## src/rtl/count_seq_pkg.sv

```systemverilog
// Shared definitions for the counter sequence driver: FSM state encoding.
package count_seq_pkg;
  localparam int ST_W = 3;

  typedef enum logic [ST_W-1:0] {
    ST_IDLE  = 3'd0,
    ST_UP    = 3'd1,
    ST_DOWN  = 3'd2,
    ST_DRAIN = 3'd3,
    ST_DONE  = 3'd4
  } state_e;
endpackage

```

## src/rtl/count_ref_model.sv

```systemverilog
// Golden copy of the up/down counter contract: wraps modulo 2^WIDTH and
// flags ovflw for exactly the cycle after a wrap.
module count_ref_model #(
  parameter int WIDTH = 5
) (
  input  logic             i_clk,
  input  logic             i_rst,
  input  logic             i_act,
  input  logic             i_up_dwn_n,
  output logic [WIDTH-1:0] o_model,
  output logic             o_exp_ov
);
  localparam logic [WIDTH-1:0] MAX = '1;
  localparam logic [WIDTH-1:0] ONE = WIDTH'(1);

  logic [WIDTH-1:0] r_model;
  logic             r_exp_ov;

  always_ff @(posedge i_clk) begin
    if (i_rst) begin
      r_model  <= '0;
      r_exp_ov <= 1'b0;
    end else if (i_act) begin
      if (i_up_dwn_n) begin
        r_model  <= r_model + ONE;
        r_exp_ov <= (r_model == MAX);
      end else begin
        r_model  <= r_model - ONE;
        r_exp_ov <= (r_model == '0);
      end
    end else begin
      r_exp_ov <= 1'b0;
    end
  end

  assign o_model  = r_model;
  assign o_exp_ov = r_exp_ov;
endmodule

```

## src/rtl/count_seq_driver.sv

```systemverilog
// Drives an up-then-down burst into an external counter and checks its
// count/ovflw every busy/done cycle against count_ref_model.
module count_seq_driver
  import count_seq_pkg::*;
#(
  parameter int WIDTH  = 5,
  parameter int LEN_W  = 8,
  parameter int ECNT_W = 8
) (
  input  logic              i_clk,
  input  logic              i_rst,
  input  logic              i_start,
  input  logic [LEN_W-1:0]  i_up_len,
  input  logic [LEN_W-1:0]  i_dn_len,
  output logic              o_act,
  output logic              o_up_dwn_n,
  input  logic [WIDTH-1:0]  i_count,
  input  logic              i_ovflw,
  output logic              o_busy,
  output logic              o_done,
  output logic              o_err,
  output logic [ECNT_W-1:0] o_err_cnt,
  output logic [WIDTH-1:0]  o_first_bad
);
  localparam logic [LEN_W-1:0]  LEN_ONE  = LEN_W'(1);
  localparam logic [ECNT_W-1:0] ECNT_ONE = ECNT_W'(1);

  state_e              r_state;
  logic [LEN_W-1:0]    r_len;
  logic [LEN_W-1:0]    r_dn_len;
  logic                r_act;
  logic                r_up_dwn_n;
  logic                r_busy;
  logic                r_done;
  logic                r_err;
  logic [ECNT_W-1:0]   r_err_cnt;
  logic [WIDTH-1:0]    r_first_bad;

  logic [WIDTH-1:0]    w_model;
  logic                w_exp_ov;
  logic                w_accept;
  logic                w_len_last;
  logic                w_mismatch;

  count_ref_model #(.WIDTH(WIDTH)) u_ref (
    .i_clk      (i_clk),
    .i_rst      (i_rst),
    .i_act      (r_act),
    .i_up_dwn_n (r_up_dwn_n),
    .o_model    (w_model),
    .o_exp_ov   (w_exp_ov)
  );

  assign w_accept   = (r_state == ST_IDLE) && i_start;
  assign w_len_last = (r_len == LEN_ONE);
  assign w_mismatch = (r_busy || r_done) &&
                      ((i_count != w_model) || (i_ovflw != w_exp_ov));

  always_ff @(posedge i_clk) begin
    if (i_rst) begin
      r_state    <= ST_IDLE;
      r_len      <= '0;
      r_dn_len   <= '0;
      r_act      <= 1'b0;
      r_up_dwn_n <= 1'b1;
      r_busy     <= 1'b0;
      r_done     <= 1'b0;
    end else begin
      case (r_state)
        ST_IDLE: begin
          if (i_start) begin
            r_dn_len <= i_dn_len;
            r_busy   <= 1'b1;
            if (i_up_len != '0) begin
              r_state    <= ST_UP;
              r_len      <= i_up_len;
              r_act      <= 1'b1;
              r_up_dwn_n <= 1'b1;
            end else if (i_dn_len != '0) begin
              r_state    <= ST_DOWN;
              r_len      <= i_dn_len;
              r_act      <= 1'b1;
              r_up_dwn_n <= 1'b0;
            end else begin
              // Empty burst still spends one busy cycle so done follows busy.
              r_state <= ST_DRAIN;
              r_act   <= 1'b0;
            end
          end
        end
        ST_UP: begin
          r_len <= r_len - LEN_ONE;
          if (w_len_last) begin
            if (r_dn_len != '0) begin
              r_state    <= ST_DOWN;
              r_len      <= r_dn_len;
              r_up_dwn_n <= 1'b0;
            end else begin
              r_state <= ST_DRAIN;
              r_act   <= 1'b0;
            end
          end
        end
        ST_DOWN: begin
          r_len <= r_len - LEN_ONE;
          if (w_len_last) begin
            r_state <= ST_DRAIN;
            r_act   <= 1'b0;
          end
        end
        ST_DRAIN: begin
          r_state <= ST_DONE;
          r_busy  <= 1'b0;
          r_done  <= 1'b1;
        end
        ST_DONE: begin
          r_state <= ST_IDLE;
          r_done  <= 1'b0;
        end
        default: begin
          r_state <= ST_IDLE;
          r_act   <= 1'b0;
          r_busy  <= 1'b0;
          r_done  <= 1'b0;
        end
      endcase
    end
  end

  // Accept only happens in IDLE, where busy/done are low, so it never races a mismatch.
  always_ff @(posedge i_clk) begin
    if (i_rst) begin
      r_err       <= 1'b0;
      r_err_cnt   <= '0;
      r_first_bad <= '0;
    end else if (w_accept) begin
      r_err       <= 1'b0;
      r_err_cnt   <= '0;
      r_first_bad <= '0;
    end else if (w_mismatch) begin
      r_err <= 1'b1;
      if (r_err_cnt != '1) r_err_cnt <= r_err_cnt + ECNT_ONE;
      if (!r_err) r_first_bad <= i_count;
    end
  end

  assign o_act       = r_act;
  assign o_up_dwn_n  = r_up_dwn_n;
  assign o_busy      = r_busy;
  assign o_done      = r_done;
  assign o_err       = r_err;
  assign o_err_cnt   = r_err_cnt;
  assign o_first_bad = r_first_bad;
endmodule

```

## config.mk

```make
export PLATFORM = sky130hd
export DESIGN_NAME = count_seq_driver
export DESIGN_NICKNAME = d
export VERILOG_FILES = /design/src/rtl/count_seq_pkg.sv /design/src/rtl/count_ref_model.sv /design/src/rtl/count_seq_driver.sv
export SDC_FILE = /design/constraint.sdc
export NUM_CORES = 1
export LEC_CHECK = 0
export ABC_CLOCK_PERIOD_IN_PS = 2300
export CAP_MARGIN = 20
export CORE_MARGIN = 1
export CORE_UTILIZATION = 38
export CTS_BUF_LIST = sky130_fd_sc_hd__clkbuf_2 sky130_fd_sc_hd__clkbuf_4 sky130_fd_sc_hd__clkbuf_8
export DETAILED_ROUTE_END_ITERATION = 6
export DONT_BUFFER_PORTS = 1
export SYNTH_ARGS = -nofsm -noshare
export SYNTH_HDL_FRONTEND = slang
export SYNTH_SLANG_ARGS = --single-unit
```

## constraint.sdc

```tcl
create_clock -name i_clk -period 2.3 [get_ports i_clk]
set_input_delay 0.575 -clock i_clk [delete_from_list [all_inputs] [get_ports i_clk]]
set_output_delay 0.575 -clock i_clk [all_outputs]
set_load 0.01 [all_outputs]
```

==> results of run 1 <==
==> power by group through the flow <==
stage / clock [mW] / sequential (mW) / combinational, mW
global route: 0.672 / 1.20 / 1.56
CTS: 0.637 / 1.17 / 1.41
finish: 0.616 / 1.17 / 1.41
detailed placement: 0 / 1.19 / 1.40
floorplan: 0 / 1.10 / 1.12
global placement: 0 / 1.18 / 1.38
==> metrics by stage <==
step | hold WS (ns) | utilization, %
after global routing | 0.321 | 42.9
after floorplan | 0.449 | -
final | 0.336 | 42.9
after global placement | 0.460 | 41.2
after CTS | 0.328 | 42.9
after detailed placement | 0.466 | 41.2
==> cells by family (layout without fill, tap and decap cells) <==
logic type | count (synthesis) | count (layout)
multiplexers | 5 | 5
adder cells (fa/ha/maj) | 7 | 7
XOR/XNOR | 12 | 12
AO/OA/AOI/OAI | 100 | 100
flip-flops | 43 | 43
buffers and inverters | 26 | 32
AND/OR/NAND/NOR | 137 | 137
==> flip-flops by register name, summed over array words and instances, names as in the netlist <==
register / flops
o_busy: 1
o_act: 1
o_first_bad: 5
o_done: 1
r_state: 3
u_ref.o_model: 5
r_len: 8
u_ref.o_exp_ov: 1
o_err_cnt: 8
o_up_dwn_n: 1
r_dn_len: 8
o_err: 1
==> placed cells by master, fill, tap and decap left out, types with 7 or more instances in the layout <==
cell type  count
nor3_1         8
buf_4         11
nand3_1       13
a21oi_1       35
nand2_1       38
inv_1         12
nor2_1        31
a31oi_1       11
nor4b_1        7
dfxtp_1       43
xor2_1         8
o21ai_1       14
==> worst reg2reg max path: cells and delay by family, from the launching register on <==
family	cells	cell delay, ns
and+or+nand+nor	4	1.27
AOI/OAI and AO/OA	1	0.16
DFF	1	0.46
==> final cells by class <==
| class | count | area [um^2] | area share, % |
|---|---|---|---|
| Sequential cell | 43 | 861 | 29.5 |
| Tap cell | 96 | 120 | 4.12 |
| Clock inverter | 2 | 35.0 | 1.20 |
| Inverter | 13 | 48.8 | 1.67 |
| Timing Repair Buffer | 11 | 82.6 | 2.83 |
| Multi-Input combinational cell | 261 | 1690 | 57.8 |
| Clock buffer | 6 | 82.6 | 2.83 |
==> layer usage <==
metal / global-route usage (%) / vias to the layer above / share of wire (%)
met4: 8.03 / 0 / 2.5
met5: 0 / - / 0
li1: - / 1232 / -
met2: 32.4 / 86 / 47
met1: 24.8 / 1160 / 44
met3: 4.81 / 14 / 6.7
==> final timing paths <==
check | slack (ns) | end | cells past startpoint
worst max-delay path | 0.29 | r_len[4]$_SDFFE_PP0P_ | 5
worst max register to register | 0.29 | r_len[4]$_SDFFE_PP0P_ | 5
worst min register to register | 0.47 | r_dn_len[1]$_SDFFE_PP0P_ | 2
worst min-delay path | 0.34 | r_dn_len[6]$_SDFFE_PP0P_ | 1
==> cell usage after synthesis, drive strengths merged, types with 5 or more instances <==
cell type	n	area share, %
clkbuf	7	0.99
inv	12	1.7
dfxtp	43	32
mux2i	5	1.9
a31oi	11	2.6
xor2	8	2.6
nor3	8	1.5
a21o	5	1.4
nor4	9	4.8
o21ai	21	4.1
nand2	38	5.4
ha	6	2.8
nor2	31	4.4
buf	6	1.5
nor4b	7	2.3
a21oi	35	6.6
nand3	14	2.8
==> results.yml, run 1 <==
sta:
  slew_viol_final: 0
  fin_skew_ns: 0.00536
  setup_violations: 0
  rsz0062_at_grt: "no"
  worstMarginPinSlew_ns: 0.699
  hold_viol: 0
  fin_crit_ns: 2.01
  fin_tns_setup_ns: 0
  achievable-frequency_ghz: 0.498
  timing.final.ws_setup_ns: 0.292
  post-route-period-util_pct: 87.3
  timing.slew.headroom_pct: 53.2
clock_network:
  clockBufferDepth: 2
  cts_tree: "yes"
  cts_resized: 0
  clkSlewWorstSetupHoldPaths_ns: 0.08
  post-cts-setup-buffers: 0
  cts_root_buf: "clkbuf_8"
  cts_sinks: 43
  clock_latency_ns: 0.30
  htreeDepth: 2
  cts_buffers: 5
  holdBufCountCts: 0
power_and_ir_drop:
  combinationalPowerShare_pct: 44.1
  p_sw_share_pct: 42.3
  ir_drop_uv: 449
  power.internal_mw: 1.85
  p_leak_nw: 1.09
  p_switching_mw: 1.35
  seq_power_share_pct: 36.6
  total_power_mw: 3.20
  p_clk_share_pct: 19.3
  powerDensity_nw_per_um2: 1100
synth:
  ys_seq_area_share_pct: 32.3
  syn_nets: 362
  synthAdderAreaFrac_pct: 3.57
  synth_edf_count: 0
  synth-xor-area-share_pct: 3.95
  yosysWarnings: 0
  postSynth.asyncResetShare_pct: 0
  synth_seq_cells: 43
  netlist-cell-type-count: 60
  synth_ff_type: "dfxtp_1"
  synth_area_per_cell_um2: 8.06
  synth.area.mux_share_pct: 1.88
  synthCells: 330
  netlist_area_um2: 2660
  synth-compound-area-share_pct: 24.5
  synth_top_family_by_area: "simple AND/OR/NAND/NOR gates"
  synth_simple_gate_area_share_pct: 29.4
global_route:
  grtUsageTotal_pct: 19.7
  grt_overflow: 0
  grt_max_degree: 27
  antenna_found_initial: 0
  grt_pass1_wl_um: 11500
  grt_pass1_vias: 2405
job:
  cap_violations: 0
floorplan:
  dieHeight_um: 85.7
  pin_count: 43
  fp.dieW_um: 85.7
  die_area_um2: 7340
  core.rowCount: 30
  initial_core_util_pct: 39.2
  core_area_um2: 6790
hold_path:
  hold_path_class: "in2reg"
  hp-start: "i_rst"
worst_setup_path:
  crit_chain: "or3b_2, nand2_1, nor2_1, nor3_1, o32ai_1"
  worstPathArrival_ns: 2.17
  slowest_delay_ns: 0.55
  critical_path_class: "reg2reg"
  cp_slowest_cell: "or3b_2"
  critical_path.top_delay_family: "simple AND/OR/NAND/NOR gates"
  critPathBufInv: 0
  cp-end-kind: "register"
  crit_fanout: 13
  critPathLaunch: "r_state[2]$_SDFFE_PP0P_"
  r2r-start: "r_state[2]$_SDFFE_PP0P_"
  cp.required_ns: 2.47
  cp-start-kind: "register"
drt:
  via_per_inst: 5.77
  wl_um: 6940
  wire_per_inst_um: 16.1
  drc: 0
  vias: 2492
  ant_nets: 0
  drt-pass1-iter-count: 4
  first_iter_violations: 152
finish:
  fin_cells: 432
  fin_nets: 367
  diodes: 0
  syn2layout_area_growth_pct: 9.54
  fillCellCount: 704
  layout-drive-gt1-share_pct: 10.1
  final_area_um2: 2920
placement:
  dp_cells: 424
  gp_congestion: 0.890
  placed_area_um2: 2800
  port_buffers: 0
  hpwl_um: 5230
  pre_cts_ws_ns: 0.324
run_status:
  status: "finished, final reports clean"
Note: power is estimated with default switching activity, not from simulation.
==> run 2, diff against run 1 <==
- CORE_MARGIN: 1 -> 10
==> run 2 against run 1 <==
- utilization shrank 0.59 points
- hold slack worse by 0.0058 ns
- global-route usage down 6.3 points
- sequential share of layout area up 0.41 points
- routed wire length grew 4.3%
- total power fell by 3.8%
- via count grew 0.88%
- first-iteration DRC count down 0.66%
- clock-buffer cell count shrank 1
- critical path type unchanged
==> results.yml, run 2 (same netlist as run 1, synthesis figures left out) <==
run_status:
  status: "finished, final reports clean"
finish:
  final_common_cell: "dfxtp_1"
  syn2layout_area_growth_pct: 8.04
  final_core_util_pct: 42.3
  fin_nets: 365
  final_cell_mix: "43 x dfxtp_1, 38 x nand2_1, 35 x a21oi_1, 31 x nor2_1, 14 x o21ai_1"
  layout-drive-gt1-share_pct: 9.58
  diodes: 0
clock_network:
  cts_root_buf: "clkbuf_8"
  cts_tree: "yes"
  cts_resized: 0
  clkSlewWorstSetupHoldPaths_ns: 0.10
  post-cts-setup-buffers: 0
  cts_buffers: 5
  cts_sinks: 43
  htreeDepth: 2
  clock_latency_ns: 0.31
  clockBufferDepth: 2
  holdBufCountCts: 0
sta:
  post-route-period-util_pct: 86.3
  fin_crit_ns: 1.99
  setup_violations: 0
  hold_viol: 0
  slew_viol_final: 0
  achievable-frequency_ghz: 0.504
  fin_skew_ns: 0.0129
  rsz0062_at_grt: "no"
  worstMarginPinSlew_ns: 0.769
  fin_tns_setup_ns: 0
  timing.slew.headroom_pct: 48.6
  hold_slack_ns: 0.331
global_route:
  grt-busiest-layer: "met2"
  grt_use_met2_pct: 20.3
  globalRouteMet3Util_pct: 4.28
  grt_max_degree: 27
  antenna_found_initial: 0
  grt_pass1_wl_um: 12300
  grt_pass1_vias: 2409
  grtUsageTotal_pct: 13.4
  met1_usage_pct: 17.4
  grt_overflow: 0
power_and_ir_drop:
  ir_drop_uv: 410
  total_power_mw: 3.07
  powerDensity_nw_per_um2: 1070
  p_leak_nw: 1.06
floorplan:
  die_area_um2: 10800
  core.rowCount: 30
  initial_core_util_pct: 39.2
  core_area_um2: 6790
  dieHeight_um: 104
  fp.dieW_um: 104
  pin_count: 43
worst_setup_path:
  critical_path_class: "reg2reg"
  cp-end-kind: "register"
  cp.required_ns: 2.50
  r2r_end: "u_ref.o_model[4]$_SDFFE_PP0P_"
  critPathBufInv: 1
  slowest_delay_ns: 0.48
  r2r-start: "o_up_dwn_n$_SDFFE_PP1P_"
  crit_chain: "inv_1, fa_1, a21o_1, a21oi_1, xnor2_1, a21oi_1, a31o_1"
  crit_fanout: 6
  cp_slowest_cell: "fa_1"
  critical_path.top_delay_family: "compound AO/OA/AOI/OAI gates"
  critPathMostFrequentCell: "a21oi_1"
  reg2reg_slack_ns: 0.31
  reg2regPathDepth: 7
  cp-start-kind: "register"
  worstPathArrival_ns: 2.19
  path_depth: 7
drt:
  first_iter_violations: 151
  via_per_inst: 5.85
  wire_per_inst_um: 16.8
  wl_um: 7240
  drt-pass1-iter-count: 4
  ant_nets: 0
  vias: 2514
  drc: 0
job:
  cap_violations: 0
placement:
  port_buffers: 0
  gp_congestion: 0.824
  hpwl_um: 5520
hold_path:
  hold_path_class: "in2reg"
  hp-start: "i_rst"
  min_to: "o_busy$_SDFFE_PP0P_"
  hold_path_depth: 1
[run 2: cell count changes in the layout (fill, tap and decap cells not counted), sizes merged]
cell and delta:
buf -2, bufinv -1, clkbuf -1, clkinv -1
clkinvlp +2, inv +1
[run 2: how the worst max path moves through the flow]
| stage | start | endpoint | slack [ns] |
|---|---|---|---|
| 2_1_floorplan | o_up_dwn_n$_SDFFE_PP1P_ | u_ref.o_model[4]$_SDFFE_PP0P_ | 0.46 |
| 3_3_place_gp | o_up_dwn_n$_SDFFE_PP1P_ | u_ref.o_model[4]$_SDFFE_PP0P_ | 0.35 |
| 3_5_place_dp | o_up_dwn_n$_SDFFE_PP1P_ | u_ref.o_model[4]$_SDFFE_PP0P_ | 0.30 |
| 4_1_cts | o_up_dwn_n$_SDFFE_PP1P_ | u_ref.o_model[4]$_SDFFE_PP0P_ | 0.28 |
| 5_1_grt | o_up_dwn_n$_SDFFE_PP1P_ | u_ref.o_model[4]$_SDFFE_PP0P_ | 0.11 |
| 6_report | o_up_dwn_n$_SDFFE_PP1P_ | u_ref.o_model[4]$_SDFFE_PP0P_ | 0.31 |
[run 2: power by group]
group          leakage [nW]  internal [mW]  total, mW  switching, mW
Clock                0.0408          0.218      0.513          0.295
Sequential            0.352          0.911       1.18          0.264
Combinational         0.665          0.575       1.39          0.810
[run 2: per-layer routing]
layer  part of all wire, %  routed length, um
met1                    44               3190
met2                    45               3290
met3                   8.4                611
met4                   2.1                150
met5                     0                  0
[run 2: cell type report]
| type | count | area [um^2] |
|---|---|---|
| Clock buffer | 5 | 68.8 |
| Clock inverter | 3 | 23.8 |
| Fill cell | 718 | 3920 |
| Inverter | 13 | 48.8 |
| Multi-Input combinational cell | 261 | 1690 |
| Sequential cell | 43 | 861 |
| Tap cell | 96 | 120 |
| Timing Repair Buffer | 9 | 67.6 |
[run 2: metrics by stage]
step	worst slack (ns)	area [um^2]	std cells
after floorplan	0.461	2660	330
after global placement	0.352	2780	422
after detailed placement	0.304	2780	422
after CTS	0.284	2880	430
after global routing	0.108	2880	430
final	0.314	2880	430
==> run 3, diff against run 2 <==
- ABC_CLOCK_PERIOD_IN_PS: 2300 -> 2450
- clock period: 2.3 -> 2.45 ns (I/O delays scaled with it)
==> run 3 against run 2 <==
- sequential cell count unchanged
- utilization fell by 0.22 points
- final cell count down 0.47%
- total power down 7.5%
- setup slack better by 0.12 ns
- sequential power decreased by 5%
- critical path depth unchanged
- clock power decreased by 6.8%
- sequential share of layout area rose by 0.16 points
- global-route usage decreased by 0.77 points
- largest cell class unchanged
==> results.yml, run 3 (same netlist as run 1, synthesis figures left out) <==
run_status:
  status: "finished, final reports clean"
worst_setup_path:
  cp-start-kind: "register"
  cp-end-kind: "register"
  worstPathArrival_ns: 2.22
  cp.required_ns: 2.66
  crit_chain: "inv_1, fa_1, a21o_1, a21oi_1, xnor2_1, a21oi_1, a31o_1"
  path_depth: 7
  critical_path.top_delay_family: "compound AO/OA/AOI/OAI gates"
  reg2regPathDepth: 7
  crit_fanout: 6
  critPathBufInv: 1
  slowest_delay_ns: 0.49
  cp_slowest_cell: "fa_1"
  critPathMostFrequentCell: "a21oi_1"
  critical_path_class: "reg2reg"
clock_network:
  cts_root_buf: "clkbuf_8"
  holdBufCountCts: 0
  cts_buffers: 5
  cts_sinks: 43
  cts_tree: "yes"
  cts_resized: 0
  htreeDepth: 2
  clockBufferDepth: 2
  clock_latency_ns: 0.31
  clkSlewWorstSetupHoldPaths_ns: 0.09
  post-cts-setup-buffers: 0
sta:
  setup_violations: 0
  fin_crit_ns: 2.02
  timing.slew.headroom_pct: 54.7
  slew_viol_final: 0
  achievable-frequency_ghz: 0.496
  post-route-period-util_pct: 82.3
  fin_tns_setup_ns: 0
  worstMarginPinSlew_ns: 0.676
  hold_viol: 0
  fin_skew_ns: 0.0102
  rsz0062_at_grt: "no"
  hold_slack_ns: 0.369
finish:
  final_common_cell: "dfxtp_1"
  diodes: 0
  final_cell_mix: "43 x dfxtp_1, 38 x nand2_1, 35 x a21oi_1, 31 x nor2_1, 14 x o21ai_1"
  fin_nets: 363
  final_core_util_pct: 42.1
  layout-drive-gt1-share_pct: 9.04
  syn2layout_area_growth_pct: 7.48
drt:
  vias: 2476
  drc: 0
  first_iter_violations: 153
  drt-pass1-iter-count: 4
  via_per_inst: 5.79
  ant_nets: 0
  wire_per_inst_um: 16.5
  wl_um: 7060
placement:
  hpwl_um: 5440
  port_buffers: 0
  gp_congestion: 0.893
power_and_ir_drop:
  ir_drop_uv: 522
  powerDensity_nw_per_um2: 994
  total_power_mw: 2.84
  p_leak_nw: 1.05
global_route:
  grt_pass1_wl_um: 11600
  grt_overflow: 0
  grt_max_degree: 27
  grt_pass1_vias: 2264
  antenna_found_initial: 0
  grtUsageTotal_pct: 12.6
floorplan:
  core_area_um2: 6790
  initial_core_util_pct: 39.2
  fp.dieW_um: 104
  dieHeight_um: 104
  pin_count: 43
  die_area_um2: 10800
  core.rowCount: 30
job:
  cap_violations: 0
hold_path:
  hold_path_class: "in2reg"
  hold_path_depth: 1
[run 3: changes by cell type in the layout (fill, tap and decap cells not counted)]
cell / change
buf_4: -2
[run 3: per-stage QoR]
stage / cell area [um^2] / instances / setup WS [ns]
final: 2860 / 428 / 0.433
after floorplan: 2660 / 330 / 0.611
after CTS: 2860 / 428 / 0.425
after global placement: 2770 / 420 / 0.448
after detailed placement: 2770 / 420 / 0.409
after global routing: 2860 / 428 / 0.216
[run 3: final timing paths]
check / startpoint / endpoint / slack [ns]
min: i_rst / o_busy$_SDFFE_PP0P_ / 0.37
max reg2reg: o_up_dwn_n$_SDFFE_PP1P_ / u_ref.o_model[4]$_SDFFE_PP0P_ / 0.43
max: o_up_dwn_n$_SDFFE_PP1P_ / u_ref.o_model[4]$_SDFFE_PP0P_ / 0.43
min reg2reg: r_dn_len[1]$_SDFFE_PP0P_ / r_dn_len[1]$_SDFFE_PP0P_ / 0.49
[run 3: cell type report]
type,instances,area (um^2)
Fill cell,706,3930
Multi-Input combinational cell,261,1690
Sequential cell,43,861
Tap cell,96,120
Clock buffer,5,68.8
Timing Repair Buffer,7,52.6
Inverter,13,48.8
Clock inverter,3,23.8
[run 3: metal layers]
layer | routed length [um] | part of all wire (%) | track usage, % | vias up
li1 | - | - | - | 1224
met1 | 3200 | 45 | 15.7 | 1161
met2 | 3100 | 44 | 19.0 | 82
met3 | 665 | 9.4 | 5.27 | 9
met4 | 102 | 1.4 | 4.37 | 0
met5 | 0 | 0 | 0 | -
[run 3: worst register-to-register path, cell delays in order (launching register included)]
cell and delay [ns]:
dfxtp_1 0.45, inv_1 0.20, fa_1 0.49, a21o_1 0.17, a21oi_1 0.17, xnor2_1 0.16, a21oi_1 0.09, a31o_1 0.20
[run 3: power by group]
group	internal [mW]	total [mW]	switching (mW)
Sequential	0.855	1.12	0.261
Combinational	0.521	1.25	0.729
Clock	0.204	0.478	0.273
